[src/rtl/mux_nt1_pipe.sv]
// Purpose : CH-to-1 valid/ready data selector, fixed (sel) or round-robin pick, registered output.
// Latency : 1 cycle; a word accepted at edge n is on out_data/out_valid right after edge n.
// Backpr. : out_valid && !out_ready drops every in_ready; output register holds until taken.
//
// Ports:
//   clk, rst          rising-edge clock, synchronous active-high reset
//   in_data[CH*WIDTH] channel i at [i*WIDTH +: WIDTH]; in_valid/in_ready per channel
//   sel, mode         mode 0: channel sel (sel >= CH picks nothing); mode 1: round-robin
//   out_data/out_ch   registered word and the channel that supplied it
//   out_valid/out_ready output handshake; xfer_cnt counts output takes, saturating at 16'hFFFF
//
// Build option: define MUX_SEL_INVERT_EN to make fixed mode pick channel CH-1-sel
// (legacy 2:1 polarity). The range check still uses the raw sel; round-robin is unaffected.
module mux_nt1_pipe #(
    parameter int WIDTH = 64,
    parameter int CH    = 4,
    parameter int SELW  = $clog2(CH)
) (
    input  logic                  clk,
    input  logic                  rst,
    input  logic [CH*WIDTH-1:0]   in_data,
    input  logic [CH-1:0]         in_valid,
    output logic [CH-1:0]         in_ready,
    input  logic [SELW-1:0]       sel,
    input  logic                  mode,
    output logic [WIDTH-1:0]      out_data,
    output logic                  out_valid,
    input  logic                  out_ready,
    output logic [SELW-1:0]       out_ch,
    output logic [15:0]           xfer_cnt
);

    // ------------------------------------------------------------------
    // State
    // ------------------------------------------------------------------
    logic [WIDTH-1:0] out_data_q,  out_data_d;
    logic             out_valid_q, out_valid_d;
    logic [SELW-1:0]  out_ch_q,    out_ch_d;
    logic [15:0]      xfer_cnt_q,  xfer_cnt_d;
    logic [SELW-1:0]  rr_ptr_q,    rr_ptr_d;

    // Unpacked view of the flat input bus so the selected word is a plain array read.
    logic [WIDTH-1:0] ch_dat [CH];

    for (genvar g = 0; g < CH; g++) begin : g_unpack
        assign ch_dat[g] = in_data[g*WIDTH +: WIDTH];
    end

    // (base + off) mod CH. base is always < CH and off <= CH, so one subtraction is enough.
    function automatic logic [SELW-1:0] wrap_add(input logic [SELW-1:0] base, input int off);
        int s;
        s = int'(base) + off;
        if (s >= CH) begin
            s = s - CH;
        end
        return SELW'(s);
    endfunction

    // ------------------------------------------------------------------
    // Channel choice (combinational from the current inputs)
    // ------------------------------------------------------------------
    logic            pick_vld;
    logic [SELW-1:0] pick_idx;

    always_comb begin
        pick_vld = 1'b0;
        pick_idx = '0;
        if (!mode) begin
            // Fixed mode: the channel is offered a slot even if it is not valid yet.
            if (int'(sel) < CH) begin
                pick_vld = 1'b1;
`ifdef MUX_SEL_INVERT_EN
                pick_idx = SELW'(CH - 1 - int'(sel));
`else
                pick_idx = sel;
`endif
            end
        end else begin
            // Round-robin: first valid channel at or after rr_ptr, wrapping.
            for (int k = 0; k < CH; k++) begin
                if (!pick_vld && in_valid[wrap_add(rr_ptr_q, k)]) begin
                    pick_vld = 1'b1;
                    pick_idx = wrap_add(rr_ptr_q, k);
                end
            end
        end
    end

    // ------------------------------------------------------------------
    // Handshake
    // ------------------------------------------------------------------
    logic space;
    logic accept;
    logic take;

    // The output slot can take a new word if it is empty or being drained this cycle.
    assign space  = !out_valid_q || out_ready;
    assign accept = !rst && space && pick_vld && in_valid[pick_idx];
    assign take   = out_valid_q && out_ready;

    always_comb begin
        in_ready = '0;
        for (int i = 0; i < CH; i++) begin
            in_ready[i] = !rst && space && pick_vld && (pick_idx == SELW'(i));
        end
    end

    // ------------------------------------------------------------------
    // Next state
    // ------------------------------------------------------------------
    always_comb begin
        out_data_d  = out_data_q;
        out_valid_d = out_valid_q;
        out_ch_d    = out_ch_q;
        rr_ptr_d    = rr_ptr_q;
        xfer_cnt_d  = xfer_cnt_q;

        if (accept) begin
            // Also covers take+accept in one cycle: new word overwrites, no bubble.
            out_data_d  = ch_dat[pick_idx];
            out_ch_d    = pick_idx;
            out_valid_d = 1'b1;
            if (mode) begin
                rr_ptr_d = wrap_add(pick_idx, 1);
            end
        end else if (take) begin
            out_valid_d = 1'b0;
        end

        if (take && (xfer_cnt_q != 16'hFFFF)) begin
            xfer_cnt_d = xfer_cnt_q + 16'd1;
        end
    end

    always_ff @(posedge clk) begin
        if (rst) begin
            out_data_q  <= '0;
            out_valid_q <= 1'b0;
            out_ch_q    <= '0;
            xfer_cnt_q  <= '0;
            rr_ptr_q    <= '0;
        end else begin
            out_data_q  <= out_data_d;
            out_valid_q <= out_valid_d;
            out_ch_q    <= out_ch_d;
            xfer_cnt_q  <= xfer_cnt_d;
            rr_ptr_q    <= rr_ptr_d;
        end
    end

    assign out_data  = out_data_q;
    assign out_valid = out_valid_q;
    assign out_ch    = out_ch_q;
    assign xfer_cnt  = xfer_cnt_q;

    // ------------------------------------------------------------------
    // Invariants
    // ------------------------------------------------------------------
    a_ready_onehot: assert property (@(posedge clk) $onehot0(in_ready));

    a_ptr_range: assert property (@(posedge clk) int'(rr_ptr_q) < CH);

    a_hold_stall: assert property (@(posedge clk) disable iff (rst)
        (out_valid_q && !out_ready) |=> (out_valid_q && $stable(out_data_q) && $stable(out_ch_q)));

endmodule

[config.mk]
export PLATFORM = sky130hd
export DESIGN_NAME = mux_nt1_pipe
export DESIGN_NICKNAME = d
export VERILOG_FILES = /design/src/rtl/mux_nt1_pipe.sv
export SDC_FILE = /design/constraint.sdc
export NUM_CORES = 1
export LEC_CHECK = 0
export ABC_AREA = 1
export BUFFER_PORTS_ARGS = -buffer_cell sky130_fd_sc_hd__buf_2
export CORE_AREA = 2 2 139 141
export DETAILED_ROUTE_END_ITERATION = 12
export DIE_AREA = 0 0 141 143
export PLACE_DENSITY = 0.58
export SETUP_SLACK_MARGIN = 0.3
export SYNTH_ARGS = -nofsm -noshare
export SYNTH_HDL_FRONTEND = slang
export SYNTH_SLANG_ARGS = --single-unit
[constraint.sdc]
create_clock -name clk -period 2.81 [get_ports clk]
set_clock_uncertainty 0.15 [all_clocks]
set_input_delay 0 -clock clk [delete_from_list [all_inputs] [get_ports clk]]
set_output_delay 0 -clock clk [all_outputs]
set_load 0.02 [all_outputs]
# Word level (Yosys, flattened, before mapping)
# Index checks and enable logic that the tools add are counted.
dict set report totals {
  wordCells 89
  out_inout_bits 87
  register_bits 85
  input_bits 266
}
dict set report op_classes {
  mux 37
  magnitude_cmp 11
  reduce_logical 21
  n_bitwise 1
  add_sub_neg 10
  eq_ne 4
}
# operator count
set ops {}
lappend ops {{binary-select mux 64 bit (select 2 bit)} 1}
lappend ops {{two-way mux 64 bit} 2}
lappend ops {{two-way mux 2 bit} 14}
lappend ops {{adder 16 x 1 -> 16 bit, second input constant} 1}
lappend ops {{!= test 16 bit, second input constant} 1}
lappend ops {{greater-or-equal comparator 3 bit, second input constant} 5}
lappend ops {{less-than comparator 2 x 3 -> 1 bit, second input constant} 5}
lappend ops {{two-way mux 1 bit} 15}
lappend ops {{logical AND 1 bit} 12}
lappend ops {{binary-select mux 1 bit (select 2 bit)} 5}
lappend ops {{subtractor 2 x 1 -> 2 bit, second input constant} 5}
lappend ops {{adder 2 x 1 -> 3 bit, second input constant} 2}
lappend ops {{adder 2 x 2 -> 3 bit, second input constant} 2}
lappend ops {{logical NOT 1 bit} 5}
lappend ops {{== test 2 bit, second input constant} 2}
lappend ops {{greater-or-equal comparator 2 x 3 -> 1 bit, second input constant} 1}
lappend ops {{NOT 2 -> 3 bit} 1}
lappend ops {{== test 2 x 1 -> 1 bit, second input constant} 1}
lappend ops {{logical NOT 2 bit} 1}
lappend ops {{AND reduction 2 bit} 1}
lappend ops {{nonzero test 2 bit} 1}
lappend ops {{logical OR 1 bit} 1}

# Logic depth before layout (Yosys ltp)
dict set report depth {
  ltp_word 23
  mapped_depth 23
}

# Least setup slack after synthesis
# No wires, ideal clock.
dict set report synth_timing {
  path_type {reg-to-reg}
  start {reg rr_ptr_q[0]}
  end {reg out_data_q[19], in the netlist out_data[19]}
  arrival_ns 2.057
  path_buffers 3
  path_stages_with_launch 24
  setup_slack_ns 0.490
  required_ns 2.547
  cell_sequence {dfxtp_1 -> buf_4 -> inv_4 -> nand2_1 -> nand2_1 -> nand2_1 -> nand2_2 -> nor2_4 -> nand3_2 -> nand2_1 -> nand2_1 -> nand3_4 -> nand2_4 -> nand2_1 -> nand2_1 -> nand2_1 -> nand2_2 -> nand2_2 -> inv_2 -> buf_6 -> buf_6 -> nand2_1 -> nand2_1 -> nor2_1}
}
dict set report synth_between {
  elab_chain_cells 23
  elab_cells_between_ends 54
  cone_classes {7 x add/sub; 4 x order compare; 34 x mux; 1 x bitwise; 8 x reduce/logical}
}
# element line
set synth_rtl {}
lappend synth_rtl {{start, declared} 40} ;# logic [SELW-1:0] rr_ptr_q, rr_ptr_d;
lappend synth_rtl {{start signal, assigned} 147} ;# rr_ptr_q <= rr_ptr_d;
lappend synth_rtl {{greater-or-equal comparator 2 x 3 -> 1 bit / subtractor 2 x 1 -> 2 bit (equally long branches)} {53, 54}}
lappend synth_rtl {{two-way mux 2 bit} 53} ;# if (s >= CH) begin
lappend synth_rtl {{two-way mux 2 bit} 68} ;# if (!mode) begin
lappend synth_rtl {{binary-select mux 1 bit (select 2 bit)} 81} ;# if (!pick_vld && in_valid[wrap_add(rr_ptr_q, k)]) begin
lappend synth_rtl {{two-way mux 1 bit (not written as such)} 81}
lappend synth_rtl {{two-way mux 1 bit} 81}
lappend synth_rtl {{two-way mux 1 bit} 68}
lappend synth_rtl {{logical NOT 1 bit} 81}
lappend synth_rtl {{[6 not listed]} -}
lappend synth_rtl {{two-way mux 1 bit} 68}
lappend synth_rtl {{logical NOT 1 bit} 81}
lappend synth_rtl {{logical AND 1 bit} 81}
lappend synth_rtl {{two-way mux 2 bit} 81}
lappend synth_rtl {{two-way mux 2 bit} 68}
lappend synth_rtl {{NOT 2 -> 3 bit (not written as such)} 120} ;# out_data_d = ch_dat[pick_idx];
lappend synth_rtl {{binary-select mux 64 bit (select 2 bit)} 120}
lappend synth_rtl {{two-way mux 64 bit (not written as such) (2 in series)} 120}
lappend synth_rtl {{end signal, assigned} 143} ;# out_data_q <= out_data_d;
lappend synth_rtl {{end, declared} 36} ;# logic [WIDTH-1:0] out_data_q, out_data_d;
# Parallel ways exist; a longest one is shown, timed or not. The select of a mux whose other input is x is not followed.
# A chain may end at the register's enable or synchronous reset.

# Final worst setup path
dict set report layout_timing {
  start {reg rr_ptr_q[0]}
  end {out in_ready[3]}
}
dict set report layout_between {
  elab_chain_cells 21
  elab_cells_between_ends 49
  cone_classes {7 x add/sub; 4 x order compare; 1 x eq/ne; 29 x mux; 8 x reduce/logical}
}
# element line
set layout_rtl {}
lappend layout_rtl {{greater-or-equal comparator 2 x 3 -> 1 bit / subtractor 2 x 1 -> 2 bit (equally long branches)} {53, 54}}
lappend layout_rtl {{two-way mux 2 bit} 53}
lappend layout_rtl {{two-way mux 2 bit} 68}
lappend layout_rtl {{binary-select mux 1 bit (select 2 bit)} 81}
lappend layout_rtl {{two-way mux 1 bit (not written as such)} 81}
lappend layout_rtl {{two-way mux 1 bit} 81}
lappend layout_rtl {{two-way mux 1 bit} 68}
lappend layout_rtl {{logical NOT 1 bit} 81}
lappend layout_rtl {{[5 not listed]} -}
lappend layout_rtl {{two-way mux 1 bit} 81}
lappend layout_rtl {{two-way mux 1 bit} 68}
lappend layout_rtl {{logical NOT 1 bit} 81}
lappend layout_rtl {{logical AND 1 bit} 81}
lappend layout_rtl {{two-way mux 2 bit / two-way mux 1 bit (equally long branches)} 81}
lappend layout_rtl {{two-way mux 2 bit / two-way mux 1 bit (equally long branches)} 68}
lappend layout_rtl {{== test 2 bit / logical AND 1 bit (equally long branches)} 104} ;# in_ready[i] = !rst && space && pick_vld && (pick_idx == SELW'(i));
lappend layout_rtl {{logical AND 1 bit *} 104}
lappend layout_rtl {{end, declared} 23} ;# output logic [CH-1:0] in_ready,
# Every way passes the cells marked *; elsewhere a longest branch is shown, timed or not. The select of a mux whose other input is x is not followed.

==> results.rst <==
.. list-table::
   :header-rows: 1

   * - Metric
     - Value
   * - Post-route fraction of the period consumed by the critical path
     - 0.918
   * - Flip-flop and latch count after synthesis
     - 85
   * - Data arrival at the endpoint of the critical path
     - 2.43 ns
   * - Leftover overflow at the end of global routing
     - 0
   * - FF-to-FF End
     - out_data[55]
   * - Category of the worst setup path capture point
     - primary output
   * - CP startpoint kind
     - register
   * - Final hold violation count
     - 0
   * - Number of global-route vias before repair
     - 8855
   * - Biggest fanout along the worst timing path
     - 25
   * - H-tree level count
     - 3
   * - Area overhead of the layout relative to synthesis
     - 102%
   * - Length of the first detailed-routing pass in iterations
     - 7
   * - Tightest slew margin relative to the limit
     - 0.607
   * - Row Count
     - 50
   * - Leading cell types in the layout, fill and taps excluded
     - sky130_fd_sc_hd__nand2_1, sky130_fd_sc_hd__buf_2, sky130_fd_sc_hd__dlygate4sd3_1
   * - Average routed wire per standard cell
     - around 16 um
   * - Clock-pin slew of the registers on the worst-case setup and hold paths
     - 0.07 ns
   * - Post-synth ARST share
     - 0
   * - Core Footprint
     - 18600 um2
   * - Worst Max-Slew Pin Slew
     - 0.589 ns
   * - Pin count of the biggest net entering global routing
     - 44
   * - Yosys warning total
     - 0
   * - Average via count per standard cell
     - roughly 4.8
   * - CTS root buffer
     - sky130_fd_sc_hd__clkbuf_16
   * - Setup WS pre-CTS
     - just under 0.04 ns
   * - Count of routing violations after the opening detailed-route iteration
     - 594
   * - Average instance area after synthesis
     - 5.47 um2
   * - Combinational group share of total power
     - 0.510
   * - TritonCTS Buffers
     - 9
   * - Die Wd
     - 141 um
   * - Maximum VDD drop
     - 0.293 mV
   * - Setup total negative slack
     - 0 ns
   * - Total vias in the final route
     - 9067
   * - Unrepaired setup endpoints after global routing
     - yes
   * - Critical path launch point
     - rr_ptr_q[0]
   * - Clock net sink count
     - 85
   * - End of the critical path
     - in_ready[3]
   * - Tot GR Track Use
     - 0.275
   * - Critical R2R Launch
     - rr_ptr_q[0]
   * - Netlist area before placement
     - approximately 5700 um2
   * - Power density of the placed cells
     - slightly below 500 nW/um2
   * - Hold slack final
     - between 0.01 and 0.015 ns
   * - Buffer depth of the longest clock path
     - 2
   * - Max capacitance violation total
     - 0
   * - Power after layout
     - 5580 uW
   * - PortBufs
     - roughly 350
   * - Synthesized instance count
     - a little over 1000
   * - Final Core Density
     - 0.618
   * - Internal portion of total power
     - 3410 uW
   * - Final Worst Setup Slack
     - 0.230 ns
   * - Achievable Freq
     - between 300 and 400 MHz
   * - Wire length of the first global-routing pass
     - 43.5 mm
   * - Clk_lat worst skew
     - 0.34 ns
   * - Depth of the worst register-to-register path
     - 20
   * - Top post-synthesis cells by area
     - sky130_fd_sc_hd__nand2_1, sky130_fd_sc_hd__dfxtp_1, sky130_fd_sc_hd__nor2_1
   * - Switching part of the total power
     - 0.390
   * - Switching power
     - 2170 uW
   * - Gp weighted congestion
     - approximately 0.88
   * - Total Nets Final
     - 1929
   * - Number of endpoints failing setup at the final stage
     - 0
   * - Reg2Reg Setup Slack
     - 0.25 ns
   * - Worst Path Class, Setup
     - register to primary output
   * - Synth Net Count
     - 1303
   * - IO Pins
     - 353
   * - DRC violation count after routing
     - 0
   * - Shortest clock period the worst path allows after layout
     - roughly 2.6 ns
   * - Detailed-placement wirelength estimate
     - 17.4 mm
   * - Leakage Power
     - roughly 0.006 uW
   * - Detail Route Antenna Nets
     - 0
   * - Routed WL
     - about 31 mm
   * - Number of flops mapped to enable cells by yosys
     - 0
   * - Ratio of cells with drive above 1 in the final layout
     - 0.305
   * - Number of antenna violations at the first check in global routing
     - 2
   * - Part of the power in registers
     - 0.258
   * - Die Footprint
     - roughly 20000 um2
   * - Number of max-slew violations in the final report
     - 0
   * - Vert. Die Dim
     - 143 um
   * - Top cell type's share of synthesized area
     - 0.336
   * - Ys flop type
     - sky130_fd_sc_hd__dfxtp_1
   * - Run status
     - completed
   * - Most common library cell in the layout ignoring fill and taps
     - sky130_fd_sc_hd__nand2_1
   * - Count of different cell masters after synthesis
     - 31
   * - Library cell occupying the most area in the post-synthesis netlist
     - sky130_fd_sc_hd__nand2_1
   * - Required time of the critical path
     - 2.66 ns
   * - Initial Util
     - 0.305
   * - Classification of the worst-slack hold path
     - input pin to register
   * - Portion of total power attributed to the clock network
     - 0.232
   * - TritonCTS clock tree
     - done
   * - Sequential element share of the synthesized area
     - 0.300
-- critical path, cell delays in order, from the launching register on --
cell	delay (ns)
sky130_fd_sc_hd__dfxtp_4	0.42
sky130_fd_sc_hd__inv_8	0.07
sky130_fd_sc_hd__nand2_2	0.06
sky130_fd_sc_hd__nand2_2	0.07
sky130_fd_sc_hd__nand2_2	0.09
sky130_fd_sc_hd__nand2_4	0.06
sky130_fd_sc_hd__nor2_4	0.16
sky130_fd_sc_hd__nand3_4	0.11
sky130_fd_sc_hd__nand2_2	0.09
sky130_fd_sc_hd__nand2_2	0.07
sky130_fd_sc_hd__nand3_4	0.10
sky130_fd_sc_hd__nand2_8	0.09
sky130_fd_sc_hd__buf_4	0.15
sky130_fd_sc_hd__buf_6	0.17
sky130_fd_sc_hd__nor3_1	0.17
sky130_fd_sc_hd__buf_2	0.21
-- logic make-up after synthesis --
group	after synthesis	synth area share
XOR/XNOR	1	0.00155
AND/OR/NAND/NOR	829	0.582
flip-flops	85	0.300
buffers and inverters	92	0.0859
AO/OA/AOI/OAI	28	0.0280
adder cells (fa/ha/maj)	1	0.00221
-- synth_stat cells (4+ instances only) --
cell	count
sky130_fd_sc_hd__dfxtp_1	85
sky130_fd_sc_hd__inv_1	30
sky130_fd_sc_hd__buf_2	27
sky130_fd_sc_hd__nor2_1	216
sky130_fd_sc_hd__buf_4	6
sky130_fd_sc_hd__buf_1	4
sky130_fd_sc_hd__buf_6	11
sky130_fd_sc_hd__a21oi_1	10
sky130_fd_sc_hd__nor3_1	12
sky130_fd_sc_hd__nand3_1	76
sky130_fd_sc_hd__nand2_1	508
sky130_fd_sc_hd__nand4_1	7
sky130_fd_sc_hd__o21ai_0	12
sky130_fd_sc_hd__clkbuf_1	9
-- through the flow --
stage,instances,area (um2)
5_1_grt,1902,11500
3_5_place_dp,1590,7670
6_report,1902,11500
2_1_floorplan,1036,5670
4_1_cts,1877,10900
3_3_place_gp,1590,7670
-- flip-flops by register name, summed over array words and instances (netlist names) --
name	count
rr_ptr_q	2
out_data	64
out_ch	2
out_valid	1
xfer_cnt	16
-- area by class of cell --
class / instances / area, um2
Clock buffer: 9 / 225
Multi-Input combinational cell: 859 / 3700
Antenna cell: 1 / 2.50
Clock inverter: 7 / 97.6
Tap cell: 234 / 293
Timing Repair inverter: 1 / 6.26
Timing Repair Buffer: 671 / 5280
Inverter: 35 / 159
Sequential cell: 85 / 1710
Fill cell: 1623 / 7110
-- power groups by stage --
stage	clock [uW]	combinational (uW)	sequential (uW)
detailed placement	0	1980	1460
floorplan	0	1100	1640
finish	1290	2850	1440
global route	1380	3070	1460
CTS	1340	2450	1440
global placement	0	1980	1460
-- per-layer routing --
metal	vias to the layer above	track usage	routed length (um)
met2	503	0.476	14700
met4	0	0.171	1790
met3	136	0.0781	2540
met5	-	0	0
met1	3993	0.299	12000
li1	4435	-	-
-- timing repair --
| action | in CTS | in global routing |
|---|---|---|
| resized for setup | 19 | 90 |
| hold buffers | 258 | 0 |
| endpoints found under the setup margin | 70 | 73 |
| hold endpoints to repair | 74 | 0 |
| pin swaps | 5 | 43 |
| setup buffers | 7 | 13 |
| gates cloned | 6 | 11 |
-- worst min path at each step --
stage / start / end / slack, ns / cells after the start
floorplan: mode / rr_ptr_q[0] / 0.05 / 3
global placement: rst / out_valid / 0.17 / 2
detailed placement: rst / out_valid / 0.18 / 2
CTS: in_data[0] / out_data[0] / 0.005 / 7
global route: in_data[0] / out_data[0] / 0.06 / 7
finish: in_data[0] / out_data[0] / 0.01 / 7
Note: power is estimated with default switching activity, not from simulation.
